File: src/rtl/cdb_arbiter_pkg.sv
// Shared CDB constants: default sizes and FU index assignment on the req/ack vectors.
// Used by cdb_arbiter (CDB_RR_EN selects round-robin) and the FU wrappers.
package cdb_arbiter_pkg;

    localparam int unsigned NUM_FU_DEF = 4;
    localparam int unsigned TAG_W_DEF  = 4;
    localparam int unsigned DATA_W_DEF = 32;

    // Bit position of each functional unit on req/ack/req_tag/req_data
    typedef enum logic [1:0] {
        FU_ADD = 2'd0,
        FU_MUL = 2'd1,
        FU_DIV = 2'd2,
        FU_LS  = 2'd3
    } fu_id_e;

    function automatic int unsigned ptr_width(input int unsigned n);
        return (n > 1) ? $clog2(n) : 1;
    endfunction

endpackage

File: src/rtl/cdb_arbiter_rr_pick.sv
// Combinational rotating-priority one-hot picker: first requester at or after ptr wins.
// With ptr tied to zero it is a plain lowest-index picker.
module rr_pick
    import cdb_arbiter_pkg::*;
#(
    parameter int unsigned NUM_FU = NUM_FU_DEF,
    parameter int unsigned PTR_W  = ptr_width(NUM_FU_DEF)
) (
    input  logic [NUM_FU-1:0] req,
    input  logic [PTR_W-1:0]  ptr,
    output logic [NUM_FU-1:0] grant
);

    logic [PTR_W:0]   sum;
    logic [PTR_W-1:0] idx;
    logic             found;

    always_comb begin
        grant = '0;
        found = 1'b0;
        sum   = '0;
        idx   = '0;
        for (int unsigned k = 0; k < NUM_FU; k++) begin
            // (ptr + k) mod NUM_FU; ptr is always < NUM_FU so one subtraction suffices
            sum = {1'b0, ptr} + (PTR_W+1)'(k);
            if (sum >= (PTR_W+1)'(NUM_FU)) begin
                sum = sum - (PTR_W+1)'(NUM_FU);
            end
            idx = sum[PTR_W-1:0];
            if (!found && req[idx]) begin
                grant[idx] = 1'b1;
                found      = 1'b1;
            end
        end
    end

endmodule

File: src/rtl/cdb_arbiter.sv
// Common-data-bus arbiter: one combinational ack per cycle, registered broadcast next cycle.
// CDB_RR_EN defined: round-robin pointer; undefined: fixed lowest-index priority.
module cdb_arbiter
    import cdb_arbiter_pkg::*;
#(
    parameter int unsigned NUM_FU = NUM_FU_DEF,
    parameter int unsigned DATA_W = DATA_W_DEF,
    parameter int unsigned TAG_W  = TAG_W_DEF
) (
    input  logic                     clk,
    input  logic                     nRST,
    input  logic [NUM_FU-1:0]        req,
    input  logic [NUM_FU*TAG_W-1:0]  req_tag,
    input  logic [NUM_FU*DATA_W-1:0] req_data,
    input  logic                     stall,
    output logic [NUM_FU-1:0]        ack,
    output logic                     cdb_valid,
    output logic [TAG_W-1:0]         cdb_tag,
    output logic [DATA_W-1:0]        cdb_data
);

    localparam int unsigned PTR_W = ptr_width(NUM_FU);

    logic [NUM_FU-1:0] grant;
    logic [PTR_W-1:0]  ptr;
    logic [TAG_W-1:0]  tag_arr  [NUM_FU];
    logic [DATA_W-1:0] data_arr [NUM_FU];
    logic [TAG_W-1:0]  win_tag;
    logic [DATA_W-1:0] win_data;

    logic              cdb_valid_q, cdb_valid_d;
    logic [TAG_W-1:0]  cdb_tag_q,   cdb_tag_d;
    logic [DATA_W-1:0] cdb_data_q,  cdb_data_d;

    for (genvar g = 0; g < NUM_FU; g++) begin : g_unpack
        assign tag_arr[g]  = req_tag[g*TAG_W +: TAG_W];
        assign data_arr[g] = req_data[g*DATA_W +: DATA_W];
    end

    rr_pick #(
        .NUM_FU (NUM_FU),
        .PTR_W  (PTR_W)
    ) u_pick (
        .req   (req),
        .ptr   (ptr),
        .grant (grant)
    );

    // Reset gates ack combinationally so a pending grant is dropped immediately
    assign ack = (nRST && !stall) ? grant : '0;

    always_comb begin
        win_tag  = '0;
        win_data = '0;
        for (int unsigned i = 0; i < NUM_FU; i++) begin
            if (ack[i]) begin
                win_tag  = tag_arr[i];
                win_data = data_arr[i];
            end
        end
    end

`ifdef CDB_RR_EN
    logic [PTR_W-1:0] ptr_q, ptr_d;
    logic [PTR_W-1:0] win_idx;

    always_comb begin
        win_idx = '0;
        for (int unsigned i = 0; i < NUM_FU; i++) begin
            if (ack[i]) begin
                win_idx = PTR_W'(i);
            end
        end
        ptr_d = ptr_q;
        if (|ack) begin
            ptr_d = (win_idx == PTR_W'(NUM_FU-1)) ? '0 : win_idx + 1'b1;
        end
    end

    always_ff @(posedge clk or negedge nRST) begin
        if (!nRST) begin
            ptr_q <= '0;
        end else begin
            ptr_q <= ptr_d;
        end
    end

    assign ptr = ptr_q;
`else
    assign ptr = '0;
`endif

    always_comb begin
        cdb_valid_d = |ack;
        cdb_tag_d   = cdb_tag_q;
        cdb_data_d  = cdb_data_q;
        if (|ack) begin
            cdb_tag_d  = win_tag;
            cdb_data_d = win_data;
        end
    end

    always_ff @(posedge clk or negedge nRST) begin
        if (!nRST) begin
            cdb_valid_q <= 1'b0;
            cdb_tag_q   <= '0;
            cdb_data_q  <= '0;
        end else begin
            cdb_valid_q <= cdb_valid_d;
            cdb_tag_q   <= cdb_tag_d;
            cdb_data_q  <= cdb_data_d;
        end
    end

    assign cdb_valid = cdb_valid_q;
    assign cdb_tag   = cdb_tag_q;
    assign cdb_data  = cdb_data_q;

endmodule

File: config.mk
export PLATFORM = sky130hd
export DESIGN_NAME = cdb_arbiter
export DESIGN_NICKNAME = d
export VERILOG_FILES = /design/src/rtl/cdb_arbiter_pkg.sv /design/src/rtl/cdb_arbiter_rr_pick.sv /design/src/rtl/cdb_arbiter.sv
export SDC_FILE = /design/constraint.sdc
export NUM_CORES = 1
export LEC_CHECK = 0
export CORE_MARGIN = 10
export CORE_UTILIZATION = 31
export CTS_CLUSTER_DIAMETER = 30
export DETAILED_ROUTE_END_ITERATION = 6
export MAX_ROUTING_LAYER = met4
export PLACE_DENSITY = 0.82
export REMOVE_ABC_BUFFERS = 1
export SKIP_CTS_REPAIR_TIMING = 1
export SYNTH_ARGS = -nofsm -noshare
export SYNTH_HDL_FRONTEND = slang
export SYNTH_SLANG_ARGS = --single-unit
File: constraint.sdc
create_clock -name clk -period 1.4 [get_ports clk]
set_input_delay 0.14 -clock clk [delete_from_list [all_inputs] [get_ports clk]]
set_output_delay 0.14 -clock clk [all_outputs]
set_load 0.01 [all_outputs]
==> flow_metrics.py <==
metrics = {
    "status": {
        "status": "finished, violations left",
        "violations": "negative hold slack",
    },
    "detailed_routing": {
        "wire_per_inst_um": 20.59,
        "vias": 2747,
        "drt_iter0_markers": 155,
        "drc": 0,
        "drt_wl_total_um": 10300,
        "viasPerCell": 5.494,
        "first_pass_iters": 6,
        "ant_nets": 0,
    },
    "timing": {
        "worst_pin_slew_ns": 0.4811,
        "fin_ws_ns": 0.05795,
        "fmax_mhz": 745.1,
        "report.final.slew_viol_count": 0,
        "hold_viol_final": 36,
        "fin_crit_sh_pct": 95.86,
        "whs_ns": -0.02245,
        "min_period_ns": 1.342,
        "setup_violations": 0,
        "relSlewSlack_pct": 67.92,
        "finClkSkew_ns": 0,
    },
    "place": {
        "post-place-ws_ns": -0.5129,
        "portBuffers": 191,
        "post_dp_cell_area_um2": 4198,
        "place_hpwl_um": 8160,
        "place_inst": 487,
        "gp_congestion": 0.8334,
    },
    "grt": {
        "grt_max_degree": 38,
        "grt_pass1_wl_um": 14760,
        "grt_overflow_total": 0,
        "grtUsageTotal_pct": 18.60,
        "antenna_found_initial": 0,
        "grt_pass1_vias": 2909,
    },
    "layout": {
        "layout-drive-gt1-share_pct": 10.17,
        "fin_util_pct": 69.02,
        "nNetsFinal": 573,
        "finalInstanceArea_um2": 4408,
        "fill_cells": 507,
        "antennaDiodeCount": 0,
        "stdcell_count": 500,
        "areaGrowthSynthToFinish_pct": 115.2,
    },
    "synth": {
        "synth_top_area_share_pct": 45.20,
        "synth_ff_type": "dfrtp_1",
        "yosysWarnings": 0,
        "synth-seq-area-share_pct": 45.20,
        "netlist_area_um2": 2048,
        "synth_top_area_cell": "dfrtp_1",
        "synthTopCellsByArea": "dfrtp_1, a21oi_1, a222oi_1",
        "async_flop_share_pct": 100.0,
        "yosysUniqueCellTypes": 25,
        "synthCells": 221,
        "yosysMostFrequentCell": "a21oi_1",
        "ys_seq_elements": 37,
        "synth_edf_count": 0,
        "synth_common_cells": "a21oi_1, dfrtp_1, nor2_1",
        "syn_area_per_cell_um2": 9.268,
    },
    "critical_path": {
        "crit_buf_inv": 1,
        "crit_arrival_ns": 1.20,
        "cp.required_ns": 1.26,
        "cp-start-kind": "flip-flop",
        "crit_path_end_kind": "output port",
        "cpPeakStageDelay_ns": 0.57,
        "cp_max_fo": 2,
        "cp_slowest_cell": "clkdlybuf4s50_1",
        "crit_chain": "clkdlybuf4s50_1",
        "cp.depth": 1,
        "path_class": "reg -> out",
        "critPathTopFamily": "buffers and inverters",
        "reg2regPathDepth": 1,
    },
    "cts": {
        "clkTransAtPathRegs_ns": 0.08,
        "insertion_delay_ns": 0.28,
        "cts_tree": "built",
        "root_buffer": "clkbuf_8",
        "clk_path_buf_depth": 2,
        "cts_max_level": 2,
        "cts_buffers": 5,
        "clock-sinks": 37,
    },
    "power_and_ir_drop": {
        "p_leak_nw": 1.885,
        "p_switching_w": 0.0009602,
        "switching_share_pct": 28.36,
        "combPwrFrac_pct": 39.6,
        "clockPowerShare_pct": 21.6,
        "ir_worst_vdd_mv": 0.3870,
        "powerDensity_nw_per_um2": 768.0,
        "p_seq_share_pct": 38.8,
        "p_int_w": 0.002425,
    },
    "flow_run": {
        "maxCapViolations": 0,
    },
    "die": {
        "dieHeight_um": 101.3,
        "core_um2": 6386,
        "die_w_um": 101.3,
        "row_count": 29,
        "pin_count": 192,
        "start_util_pct": 32.07,
        "dieArea_um2": 10260,
    },
    "min_path": {
        "hp-class": "in -> async",
    },
}
==> layout by cell type, fill, tap and decap left out, types with 7 or more instances in the layout <==
cell / instances
buf_4: 15
nor2_1: 30
dlymetal6s2s_1: 11
dfrtp_1: 37
buf_12: 7
nand2_1: 7
clkdlybuf4s50_1: 178
a21oi_1: 61
a222oi_1: 30
==> state kept, by name, indices dropped and copies added, names as in the netlist <==
register	cells
cdb_data	32
cdb_tag	4
cdb_valid	1
==> metal layers <==
| metal | vias to the layer above | GRT usage [%] | part of all wire [%] |
|---|---|---|---|
| met1 | 1297 | 19.65 | 38 |
| met3 | 16 | 7.556 | 11 |
| li1 | 1271 | - | - |
| met5 | - | - | 0 |
| met4 | 0 | 5.145 | 2.0 |
| met2 | 163 | 31.40 | 49 |
==> power by group through the flow <==
stage          clock network [W]  registers, W  logic (W)
4_1_cts                 0.000754       0.00132    0.00133
3_5_place_dp                   0       0.00134    0.00132
2_1_floorplan                  0       0.00141   0.000273
3_3_place_gp                   0       0.00133    0.00129
5_1_grt                 0.000803       0.00133    0.00143
6_report                0.000732       0.00131    0.00134
==> final cells by class <==
type,count,area [um^2],area share [%]
repair buffers,216,2257,51.21
multi-input cells,160,1032,23.42
flip-flops and latches,37,925.9,21.00
well taps,77,96.34,2.186
clock buffers,5,68.82,1.561
clock inverters,3,17.52,0.3974
inverters,2,10.01,0.2271
==> final timing paths <==
kind | start | slack [ns] | to
max in group asynchronous | nRST | 1.08 | cdb_data[11]
hold / removal | nRST | -0.02 | cdb_data[22]
min in group clk | req[2] | 0.40 | cdb_data[14]
hold reg to reg | cdb_tag[1] | 0.51 | cdb_tag[1]
setup / recovery | cdb_tag[3] | 0.06 | cdb_tag[3]
setup reg to reg | cdb_data[13] | 0.66 | cdb_data[13]
==> cells by family (layout without fill, tap and decap cells) <==
group,after synthesis,count (layout),synth area share [%]
compound gates,104,104,35.37
simple gates,56,56,13.56
flops,37,37,45.20
buf+inv,24,226,5.864
==> stage by stage <==
stage	power [W]	TNS, ns
2_1_floorplan	0.001685	-79.84
3_3_place_gp	0.002622	-17.50
3_5_place_dp	0.002655	-18.70
4_1_cts	0.003395	-7.747
5_1_grt	0.003573	-0.003878
6_report	0.003385	0
(Power assumes the default switching activity.)
